File: config.mk
export PLATFORM = sky130hd
export DESIGN_NAME = norm_issuer
export DESIGN_NICKNAME = d
export VERILOG_FILES = /design/src/rtl/norm_issuer.sv
export SDC_FILE = /design/constraint.sdc
export NUM_CORES = 1
export LEC_CHECK = 0
export CORE_AREA = 2 2 251 253
export CTS_BUF_LIST = sky130_fd_sc_hd__clkbuf_8
export CTS_CLUSTER_DIAMETER = 80
export DETAILED_ROUTE_END_ITERATION = 6
export DIE_AREA = 0 0 253 255
export GPL_ROUTABILITY_DRIVEN = 0
export PLACE_DENSITY = 0.91
export SLEW_MARGIN = 15
export SYNTH_ARGS = -nofsm -noshare
export SYNTH_HDL_FRONTEND = slang
export SYNTH_SLANG_ARGS = --single-unit
export TNS_END_PERCENT = 20
File: constraint.sdc
create_clock -name clk -period 14.68 [get_ports clk]
set_input_delay 2.936 -clock clk [delete_from_list [all_inputs] [get_ports clk]]
set_output_delay 2.936 -clock clk [all_outputs]
set_load 0.01 [all_outputs]
File: src/rtl/norm_issuer.sv
// Initiator side of the normalizer interface: buffers psum vectors, launches them one at a
// time on a rising-edge valid, waits out div_complete, and presents the result downstream.
module norm_issuer #(
   parameter int bw         = 8,
   parameter int bw_psum    = 2*bw+4,
   parameter int col        = 8,
   parameter int DEPTH      = 4,
   parameter int VALID_HOLD = 2,
   parameter int SETTLE     = 3
) (
   input  logic                         clk,
   input  logic                         reset_n,
   input  logic [bw_psum*col-1:0]       in_data,
   input  logic                         in_valid,
   output logic                         in_ready,
   output logic [bw_psum*col-1:0]       norm_in,
   output logic                         norm_valid,
   input  logic                         norm_div_complete,
   input  logic [bw_psum*col-1:0]       norm_out,
   output logic [bw_psum*col-1:0]       out_data,
   output logic                         out_valid,
   input  logic                         out_ready,
   output logic                         busy,
   output logic [$clog2(DEPTH):0]       fifo_level,
   output logic [2:0]                   state_dbg
);

   localparam int W    = bw_psum*col;
   localparam int AW   = $clog2(DEPTH);
   localparam int LW   = AW+1;
   localparam int CMAX = (VALID_HOLD > SETTLE) ? VALID_HOLD : SETTLE;
   localparam int CW   = $clog2(CMAX+1);
   localparam logic [CW-1:0] HOLD_LAST   = CW'(VALID_HOLD-1);
   localparam logic [CW-1:0] SETTLE_LAST = CW'(SETTLE-1);

   typedef enum logic [2:0] {
      S_IDLE       = 3'd0,
      S_LAUNCH     = 3'd1,
      S_WAIT_START = 3'd2,
      S_WAIT_DONE  = 3'd3,
      S_SETTLE     = 3'd4,
      S_OUTPUT     = 3'd5
   } state_t;

   state_t          state;
   state_t          state_nxt;
   logic [CW-1:0]   cnt;
   logic [W-1:0]    mem [DEPTH];
   logic [AW-1:0]   wr_ptr;
   logic [AW-1:0]   rd_ptr;
   logic            push;
   logic            pop;

   // Both sides use valid/ready: a transfer happens on a rising clk edge where valid and
   // ready are both high; valid and data hold steady until then.
   assign in_ready = (fifo_level != LW'(DEPTH));
   assign push     = in_valid && in_ready;
   assign pop      = (state == S_IDLE) && (fifo_level != '0) && !out_valid;

   always_ff @(posedge clk or negedge reset_n) begin
      if (!reset_n) state <= S_IDLE;
      else          state <= state_nxt;
   end

   always_comb begin
      state_nxt = state;
      case (state)
         S_IDLE:       if (pop)                state_nxt = S_LAUNCH;
         S_LAUNCH:     if (cnt == HOLD_LAST)   state_nxt = S_WAIT_START;
         S_WAIT_START: if (!norm_div_complete) state_nxt = S_WAIT_DONE;
         S_WAIT_DONE:  if (norm_div_complete)  state_nxt = S_SETTLE;
         S_SETTLE:     if (cnt == SETTLE_LAST) state_nxt = S_OUTPUT;
         S_OUTPUT:     if (out_ready)          state_nxt = S_IDLE;
         default:                              state_nxt = S_IDLE;
      endcase
   end

   always_comb begin
      norm_valid = (state == S_LAUNCH);
      busy       = (state != S_IDLE);
      state_dbg  = state;
   end

   // Per-state cycle counter, restarted on every state change.
   always_ff @(posedge clk or negedge reset_n) begin
      if (!reset_n)                cnt <= '0;
      else if (state_nxt != state) cnt <= '0;
      else                         cnt <= cnt + 1'b1;
   end

   always_ff @(posedge clk or negedge reset_n) begin
      if (!reset_n) begin
         wr_ptr     <= '0;
         rd_ptr     <= '0;
         fifo_level <= '0;
         norm_in    <= '0;
      end else begin
         if (push) begin
            mem[wr_ptr] <= in_data;
            wr_ptr      <= wr_ptr + 1'b1;
         end
         if (pop) begin
            norm_in <= mem[rd_ptr];
            rd_ptr  <= rd_ptr + 1'b1;
         end
         case ({push, pop})
            2'b10:   fifo_level <= fifo_level + 1'b1;
            2'b01:   fifo_level <= fifo_level - 1'b1;
            default: fifo_level <= fifo_level;
         endcase
      end
   end

   // Capture in the last settle cycle so the normalizer output has had SETTLE cycles to resolve.
   always_ff @(posedge clk or negedge reset_n) begin
      if (!reset_n) begin
         out_data  <= '0;
         out_valid <= 1'b0;
      end else if (state == S_SETTLE && cnt == SETTLE_LAST) begin
         out_data  <= norm_out;
         out_valid <= 1'b1;
      end else if (state == S_OUTPUT && out_ready) begin
         out_valid <= 1'b0;
      end
   end

endmodule

==> metrics.log <==
[metrics] maximum clock skew at final layout: 0.0435 ns
[metrics] Yosys reg bits: 973
[metrics] period utilization: 39.7%
[metrics] width of the die: 253 µm
[metrics] worst rel slew slack: 24.0%
[metrics] via count of the first global-routing pass: 20100
[metrics] highest clock frequency the design can meet: 172 MHz
[metrics] critical path class: input pin to register
[metrics] average wire length per cell after detail routing: 28.7 µm
[metrics] most used standard cell by instance count after synthesis: edfxtp_1
[metrics] number of top-level pins: 655
[metrics] Setup Buffers After CTS: 0
[metrics] run status: finished clean
[metrics] number of detailed-route iterations in the first pass: 7
[metrics] maximum number of pins on one net before global-route repair: 122
[metrics] worst reg2reg path endpoint: mem[2][109]
[metrics] count of nets after finishing: 2681
[metrics] sequential group share of total power: 46.1%
[metrics] cell area after technology mapping: 35600 µm²
[metrics] top-area cell type share of the netlist area: 53.9%
[metrics] number of cell instances on the worst register-to-register path: 6
[metrics] layout cell share with drive strength beyond 1: 25.6%
[metrics] # rows: 92
[metrics] EDFF count, synth: 640
[metrics] post-synthesis cell type count: 31
[metrics] ys flop type: edfxtp_1
[metrics] Final Critical Period: 5.83 ns
[metrics] Internal: 5.79 mW
[metrics] max-capacitance violation count: 0
[metrics] 1st-iter DRT viols: 1751
[metrics] vias: 19000
[metrics] Worst-path clk slew: 0.06 ns
[metrics] Hold Violations, Final: 0
[metrics] antenna violations before repair: 18
[metrics] CTS HTree Levels: 4
[metrics] Routed Wire Length: 94300 µm
[metrics] critical path launch point type: input pin
[metrics] setup total negative slack: 0 ns
[metrics] number of CTS-inserted buffers: 153
[metrics] Pleak: 17.3 nW
[metrics] placed cells: 2992
[metrics] data arrival time of the worst path: 6.25 ns
[metrics] Die Height: 255 µm
[metrics] Worst Hold End: cnt[0]
[metrics] cts hold-fix bufs: 0
[metrics] DIE AREA: 64500 µm²
[metrics] Switch Pwr: 2.28 mW
[metrics] initial standard-cell utilization of the core: 57.3%
[metrics] area added between synthesis and finish: 29.2%
[metrics] global route overflow: 0
[metrics] number of port buffers: 654
[metrics] Synth top cells by count: 640 x edfxtp_1, 333 x dfrtp_1, 238 x mux2_2
[metrics] Data required, critical path: 15.10 ns
[metrics] Slew @ Worst Pin: 1.14 ns
[metrics] All-Layer GR Usage: 29.1%
[metrics] final cell count without fillers: 3286
[metrics] clock root buffer: clkbuf_8
[metrics] PD cells: 175 nW/µm²
[metrics] post-synthesis average cell area: 22.3 µm²
[metrics] largest area contributor in the netlist: edfxtp_1
[metrics] element type at the critical path end: register
[metrics] synthesized net count: 1928
[metrics] worst voltage drop across the vdd grid: 117 µV
[metrics] yosys synthesis warning count: 0
[metrics] Gates resized, CTS repair: 0
[metrics] part of the Yosys area used for sequential elements: 77.3%
[metrics] Sw Share: 28.3%
[metrics] TritonCTS clock tree: done
[metrics] post-synthesis async set-or-reset flop share: 34.2%
[metrics] maximum number of buffers from clock root to sink: 3
[metrics] clock insertion delay at the later pin of the skew report: 0.81 ns
[metrics] worst hold path depth: 1
[metrics] register-to-register setup slack: 10.73 ns
[metrics] post-DR vias/cell: 5.77
[metrics] wire length of the first global-routing pass: 134000 µm
[metrics] Num Clock Sinks: 973
[metrics] total of endpoints with negative setup slack in the final report: 0
[metrics] number of pins with negative max-slew slack in the final report: 0
[metrics] combinational share of power: 26.1%
[metrics] cell types occupying the most area after synthesis: edfxtp_1 54%, dfrtp_1 23%, mux4_2 10%
[metrics] clock share of power: 27.8%
[metrics] core area: 62200 µm²
[metrics] HP Class: register to register
[metrics] antenna viol nets, final: 0
[metrics] unrepaired setup endpoints after global routing: false
[metrics] worst flop-to-flop path startpoint: fifo_level[0]
[metrics] Min-Delay Startpoint: cnt[0]
[metrics] DRC errors left: 0
[metrics] HPWL Detailed: 62300 µm
[metrics] gate count of the mapped netlist: 1595
[metrics] worst-path fanout max: 68
[stage by stage]
stage               utilization [%]  worst slack [ns]  total power, mW  hold WS (ns)  cell area [µm²]
floorplan                         -              7.15             4.73         0.441            35600
global placement               69.1              8.17             5.77         0.454            42900
detailed placement             69.1              8.05             5.86         0.472            42900
CTS                            74.0              8.92             8.12         0.479            46000
global route                   74.0              8.77             8.37         0.500            46000
finish                         74.1              8.85             8.08         0.484            46000
[cells in the final DEF (no fill, tap or decap), drive strengths merged, types with 4 or more instances in the layout]
master           n
edfxtp         640
buf             21
clkbuf         181
clkdlybuf4s50  653
dfrtp          333
nor2             4
mux4           160
inv             83
nand2            6
clkinv          22
mux2           321
clkinvlp         4
ha               7
bufinv           4
diode           11
xnor2            4
and3             4
[layout make-up]
cell class	count	area (µm²)
timing repair buffer	674	6710
clock inverter	102	574
multi-input combinational	535	7620
tap	799	1000
inverter	11	46.3
sequential	973	27600
clock buffer	181	2490
antenna	11	27.5
fill	3229	16100
[layer usage]
layer  GRT usage (%)  share of wire (%)  vias to the layer above
met3            8.77                8.3                      241
met5               0              0.068                        -
li1                -                  -                     7897
met2            48.3                 51                      953
met4            18.3                6.6                       10
met1            33.4                 34                     9866
[flip-flops by register name, summed over array words and instances, names as in the netlist]
signal	count
out_data	160
norm_in	160
out_valid	1
cnt	2
rd_ptr	2
fifo_level	3
mem	640
state_dbg	3
wr_ptr	2
[cells by family after synthesis]
group / Yosys count / share of synthesized area [%]
flip-flops: 973 / 77.3
AND/OR/NAND/NOR: 30 / 0.439
adder cells (fa/ha/maj): 8 / 0.302
multiplexers: 482 / 20.3
XOR/XNOR: 6 / 0.147
AO/OA/AOI/OAI: 9 / 0.144
buffers and inverters: 87 / 1.38
[worst max-delay path, cell delays in order]
cell	delay, ns
clkdlybuf4s50_1	0.46
and2_1	0.34
and3_4	0.53
buf_4	0.89
buf_4	0.91
[power by group through the flow]
| stage | registers (mW) | logic [mW] | clock network [mW] |
|---|---|---|---|
| after global routing | 3.77 | 2.21 | 2.40 |
| after global placement | 3.72 | 2.05 | 0 |
| after detailed placement | 3.76 | 2.10 | 0 |
| after CTS | 3.72 | 2.12 | 2.28 |
| after floorplan | 3.83 | 0.895 | 0 |
| final | 3.72 | 2.11 | 2.25 |
[worst max path at each step]
stage | from | cells past startpoint | slack [ns] | endpoint
finish | in_valid | 5 | 8.85 | mem[2][109]
floorplan | in_valid | 3 | 7.15 | mem[0][0]
detailed placement | in_valid | 5 | 8.05 | mem[1][132]
global route | in_valid | 5 | 8.77 | mem[1][130]
global placement | reset_n | 4 | 8.17 | mem[2][150]
CTS | in_valid | 5 | 8.92 | mem[1][10]
(Power assumes the default switching activity.)
